===== src/rtl/qft_pipeline_scheduler.sv =====
// Admission and sequencing controller for the fixed-latency QFT datapath.
// Credits cover both in-flight vectors and buffered results, so no result is ever dropped.
module qft_pipeline_scheduler #(
    parameter int PIPE_LATENCY = 6,
    parameter int OUT_DEPTH    = 4,
    parameter int ADDR_W       = 2,
    parameter int TAG_W        = 8
) (
    input  logic              clk,
    input  logic              rst,
    input  logic              in_valid,
    output logic              in_ready,
    input  logic [TAG_W-1:0]  in_tag,
    output logic              dp_launch,
    output logic              buf_wr_en,
    output logic [ADDR_W-1:0] buf_wr_addr,
    output logic [ADDR_W-1:0] buf_rd_addr,
    output logic              out_valid,
    input  logic              out_ready,
    output logic [TAG_W-1:0]  out_tag,
    input  logic              flush,
    output logic              busy,
    output logic [ADDR_W:0]   inflight_cnt,
    output logic [15:0]       done_cnt
);

    typedef enum logic [1:0] {
        ST_RUN   = 2'd0,
        ST_DRAIN = 2'd1,
        ST_CLEAR = 2'd2
    } state_t;

    localparam logic [ADDR_W+1:0] DEPTH_C = (ADDR_W + 2)'(OUT_DEPTH);

    state_t             state_q, state_d;
    logic [PIPE_LATENCY-1:0] vld_q, vld_d;
    logic [TAG_W-1:0]   tag_pipe_q [PIPE_LATENCY];
    logic [TAG_W-1:0]   tag_pipe_d [PIPE_LATENCY];
    logic [TAG_W-1:0]   tag_mem_q  [OUT_DEPTH];
    logic [ADDR_W-1:0]  wr_ptr_q, wr_ptr_d;
    logic [ADDR_W-1:0]  rd_ptr_q, rd_ptr_d;
    logic [ADDR_W:0]    occ_q, occ_d;
    logic [ADDR_W:0]    inflight_q, inflight_d;
    logic [15:0]        done_q, done_d;

    logic               run_st;
    logic               accept;
    logic               pop;
    logic [ADDR_W+1:0]  credit_used;

    // Credit check uses registered counts only; a pop frees credit one cycle later.
    always_comb begin
        run_st      = (state_q == ST_RUN);
        credit_used = {1'b0, inflight_q} + {1'b0, occ_q};
        in_ready    = ~rst & run_st & ~flush & (credit_used < DEPTH_C);
        accept      = in_valid & in_ready;
        buf_wr_en   = ~rst & vld_q[PIPE_LATENCY-1];
        out_valid   = ~rst & run_st & ~flush & (occ_q != '0);
        pop         = out_valid & out_ready;
    end

    assign dp_launch    = accept;
    assign buf_wr_addr  = wr_ptr_q;
    assign buf_rd_addr  = rd_ptr_q;
    assign out_tag      = tag_mem_q[rd_ptr_q];
    assign inflight_cnt = inflight_q;
    assign done_cnt     = done_q;
    assign busy         = ~run_st | (inflight_q != '0) | (occ_q != '0);

    // Valid/tag shift register mirroring the datapath stages.
    assign vld_d[0]      = accept;
    assign tag_pipe_d[0] = in_tag;

    genvar gi;
    generate
        for (gi = 1; gi < PIPE_LATENCY; gi++) begin : g_stage
            assign vld_d[gi]      = vld_q[gi-1];
            assign tag_pipe_d[gi] = tag_pipe_q[gi-1];
        end
    endgenerate

    always_comb begin
        state_d    = state_q;
        wr_ptr_d   = wr_ptr_q;
        rd_ptr_d   = rd_ptr_q;
        occ_d      = occ_q + {{ADDR_W{1'b0}}, buf_wr_en} - {{ADDR_W{1'b0}}, pop};
        inflight_d = inflight_q + {{ADDR_W{1'b0}}, accept} - {{ADDR_W{1'b0}}, buf_wr_en};
        done_d     = done_q;
        if (buf_wr_en) begin
            wr_ptr_d = wr_ptr_q + 1'b1;
        end
        if (pop) begin
            rd_ptr_d = rd_ptr_q + 1'b1;
            done_d   = done_q + 16'd1;
        end
        case (state_q)
            ST_RUN: begin
                if (flush) begin
                    state_d = ST_DRAIN;
                end
            end
            ST_DRAIN: begin
                if (inflight_q == '0) begin
                    state_d = ST_CLEAR;
                end
            end
            ST_CLEAR: begin
                state_d  = ST_RUN;
                wr_ptr_d = '0;
                rd_ptr_d = '0;
                occ_d    = '0;
            end
            default: begin
                state_d = ST_RUN;
            end
        endcase
    end

    always_ff @(posedge clk) begin
        if (rst) begin
            state_q    <= ST_RUN;
            vld_q      <= '0;
            wr_ptr_q   <= '0;
            rd_ptr_q   <= '0;
            occ_q      <= '0;
            inflight_q <= '0;
            done_q     <= '0;
        end else begin
            state_q    <= state_d;
            vld_q      <= vld_d;
            wr_ptr_q   <= wr_ptr_d;
            rd_ptr_q   <= rd_ptr_d;
            occ_q      <= occ_d;
            inflight_q <= inflight_d;
            done_q     <= done_d;
        end
    end

    // Tag data needs no reset: the vld bits and occupancy decide when it is meaningful.
    always_ff @(posedge clk) begin
        tag_pipe_q <= tag_pipe_d;
    end

    always_ff @(posedge clk) begin
        if (buf_wr_en) begin
            tag_mem_q[wr_ptr_q] <= tag_pipe_q[PIPE_LATENCY-1];
        end
    end

endmodule


===== config.mk =====
export PLATFORM = sky130hd
export DESIGN_NAME = qft_pipeline_scheduler
export DESIGN_NICKNAME = d
export VERILOG_FILES = /design/src/rtl/qft_pipeline_scheduler.sv
export SDC_FILE = /design/constraint.sdc
export NUM_CORES = 1
export LEC_CHECK = 0
export ABC_AREA = 1
export CAP_MARGIN = 30
export CORE_AREA = 2 2 115 95
export DETAILED_ROUTE_END_ITERATION = 16
export DIE_AREA = 0 0 117 97
export SLEW_MARGIN = 15
export SYNTH_ARGS = -nofsm -noshare
export SYNTH_HDL_FRONTEND = slang
export SYNTH_SLANG_ARGS = --single-unit

===== constraint.sdc =====
create_clock -name clk -period 5.3 [get_ports clk]
set_clock_uncertainty 0.2 [all_clocks]
set_input_delay 0.795 -clock clk [delete_from_list [all_inputs] [get_ports clk]]
set_output_delay 0.795 -clock clk [all_outputs]
set_load 0.02 [all_outputs]

==> results.txt <==
Post-synth top flop: dfxtp_1
Worst-path clk slew: 0.05 ns
Die Ht: 97 um
final wirelength: 6948 um
Detailed Place HPWL: 4460 um
Mapped Avg Cell Area: 10.53 um^2
Initial Utilization: 0.3954
area grow syn2layout: 32.44%
Post-CTS Setup Inserts: 0
Reg2Reg Setup Slack: 2.52 ns
final worst-path cycle share: 0.7045
slew at the pin with the worst max-slew slack: 0.8241 ns
worst vdd ir: 0.0002540 V
# nets final: 468
first-pass GRT wire length: 11340 um
DR WL/cell: 11.68 um
cts bufs inserted: 17
commonest non-fill, non-tap cell in the layout: dfxtp_1
share of cells above drive strength 1: 0.1143
Seq/Total Area, Yosys: 0.6606
Pleak: 2.012 nW
Synth Warn #: 0
RR Endpoint: occ_q[2]
slowest cell on the critical path: clkdlybuf4s50_1
R2R Path Start: occ_q[1]
port bufs: 48
# diodes: 0
# rows: 33
worst rel slew slack: 0.4486
initial antenna violation count: 0
total core area: 10120 um^2
Initial DRT Pass Iterations: 4
Hold Crit Class: flop to flop
min Tclk post-route: 3.734 ns
Synth Net Count: 406
Worst EP arrival: 2.74 ns
critical path fanouts, max: 22
grt total ovfl: 0
RSZ-0062 raised after global routing: no
crit-path max cell delay: 0.66 ns
Crit Path Category: primary input to output pin
CTS sink cnt: 116
final slew viol count: 0
Die Area: 11350 um^2
I/O pins: 49
Max Fclk: 0.2678 GHz
Synth Register Bits: 116
# setup viols final: 0
drt drc: 0
global placer's final weighted congestion: 0.7709
pre-CTS setup slack: 1.531 ns
Clk Latency, worst-skew pair: 0.40 ns
CTS H-tree depth: 4
mapped cell area: 4000 um^2
Worst Hold Launch: tag_pipe_d[21]
fin util: 0.5237
crit-path most repeated cell: clkdlybuf4s50_1
Reg area: 2643 um^2
largest net degree at the start of global routing: 23
Critical Path Source Type: primary input
Worst Setup SP: rst
power density over the cells: 424.8 nW/um^2
DR vias/cell: 4.373
Post-synth EDFFs: 32
vias: 2602
Final ANT Viol Nets: 0
total track usage: 0.1309
Die W: 117 um
setup ws final: 1.566 ns
number of fill cells in the layout: 893
Worst EP required: 4.30 ns
CTS Buffer Depth: 2
Starting DRT DRC Count: 60
Gates resized, CTS repair: 0
Yosys cell types: 31
TNS Setup: 0 ns
vias in the first global route: 2451
Max Cap Viol: 0
most frequent cells in the layout: dfxtp_1, nor2_1, nand2_1
crit-path cells: clkdlybuf4s50_1, buf_4, nor2_2, and2_4, nand2_1, nor3b_1, clkdlybuf4s50_1
CTS root buf: clkbuf_16
R2R depth: 12
footprint of the multi-input gates: 1162 um^2
CP Capture Type: output pin
Mapped Cells: 380
CTS tree: done
status: completed
Async SR Flop Fraction: 0
final hold violation count: 0
Worst Setup EP: dp_launch
cts hold-fix bufs: 0
power by group:
| group | leakage (nW) | switching, W | total, W | internal, W |
|---|---|---|---|---|
| sequential | 0.983 | 0.00000848 | 0.000941 | 0.000933 |
| combinational | 0.708 | 0.0000200 | 0.0000398 | 0.0000198 |
| clock | 0.320 | 0.000402 | 0.00127 | 0.000867 |
final cells by class:
type | count | share of cell area
sequential | 116 | 0.4988
multi-input combinational | 216 | 0.2194
timing repair buffer | 49 | 0.09211
clock buffer | 18 | 0.08503
clock inverter | 14 | 0.04180
tap | 140 | 0.03307
inverter | 42 | 0.02976
critical path: cells and delay by family:
kind	cells	cell delay, ns
buffers and inverters	3	1.27
AND/OR/NAND/NOR	4	0.66
worst min path at each step:
stage	endpoint	cells after the start
detailed placement	tag_pipe_d[1]	0
finish	tag_pipe_d[13]	0
floorplan	tag_pipe_d[0]	0
CTS	tag_pipe_d[20]	0
global placement	tag_pipe_d[21]	0
global route	tag_pipe_d[7]	0
cell usage after synthesis, types with 2 or more instances:
master / n / area (um^2)
o21ai_0: 18 / 90.09
nand2_1: 55 / 206.5
nor2_2: 6 / 37.54
inv_1: 42 / 157.7
nand2_2: 4 / 25.02
nand3_1: 11 / 55.05
xor2_1: 3 / 26.28
or2_2: 2 / 12.51
nor3b_1: 2 / 15.01
xnor2_1: 2 / 17.52
fa_1: 2 / 40.04
nand3_2: 2 / 20.02
o21ai_1: 2 / 10.01
a21oi_1: 12 / 60.06
clkbuf_1: 4 / 15.01
ha_1: 11 / 137.6
nor3_1: 7 / 35.03
edfxtp_1: 32 / 960.9
buf_6: 2 / 22.52
dfxtp_1: 84 / 1682
nor2_1: 58 / 217.7
nor2_4: 3 / 33.78
o22ai_1: 8 / 50.05
cells by family (layout without fill, tap and decap cells):
logic type               Yosys count  count (layout)  share of synthesized area
AO/OA/AOI/OAI                     43              43                    0.05912
flip-flops                       116             116                     0.6606
AND/OR/NAND/NOR                  155             155                     0.1761
buffers and inverters             48             123                    0.04879
adder cells (fa/ha/maj)           13              13                    0.04442
XOR/XNOR                           5               5                    0.01095
flip-flops by register name, summed over array words and instances (netlist names), named ones only:
signal        cells
tag_pipe_d       40
tag_mem_q        32
done_cnt         16
tag_pipe_q        8
vld_q             6
inflight_cnt      3
occ_q             3
buf_rd_addr       2
buf_wr_addr       2
state_q           2
metrics by stage:
stage | total power, W | hold slack [ns] | cell area, um^2 | cells
2_1_floorplan | 0.0009772 | 0.1096 | 4000 | 380
3_3_place_gp | 0.0009989 | 0.1098 | 4626 | 563
3_5_place_dp | 0.001000 | 0.1121 | 4626 | 563
4_1_cts | 0.002275 | 0.1227 | 5298 | 595
5_1_grt | 0.002325 | 0.1296 | 5298 | 595
6_report | 0.002250 | 0.1205 | 5298 | 595
routing by layer:
metal  GRT usage  part of all wire
met5           0                 0
met4     0.06516             0.019
met3     0.04825             0.047
met2      0.1899              0.46
met1      0.1711              0.48
No activity file was read; power rests on OpenSTA's default activity.
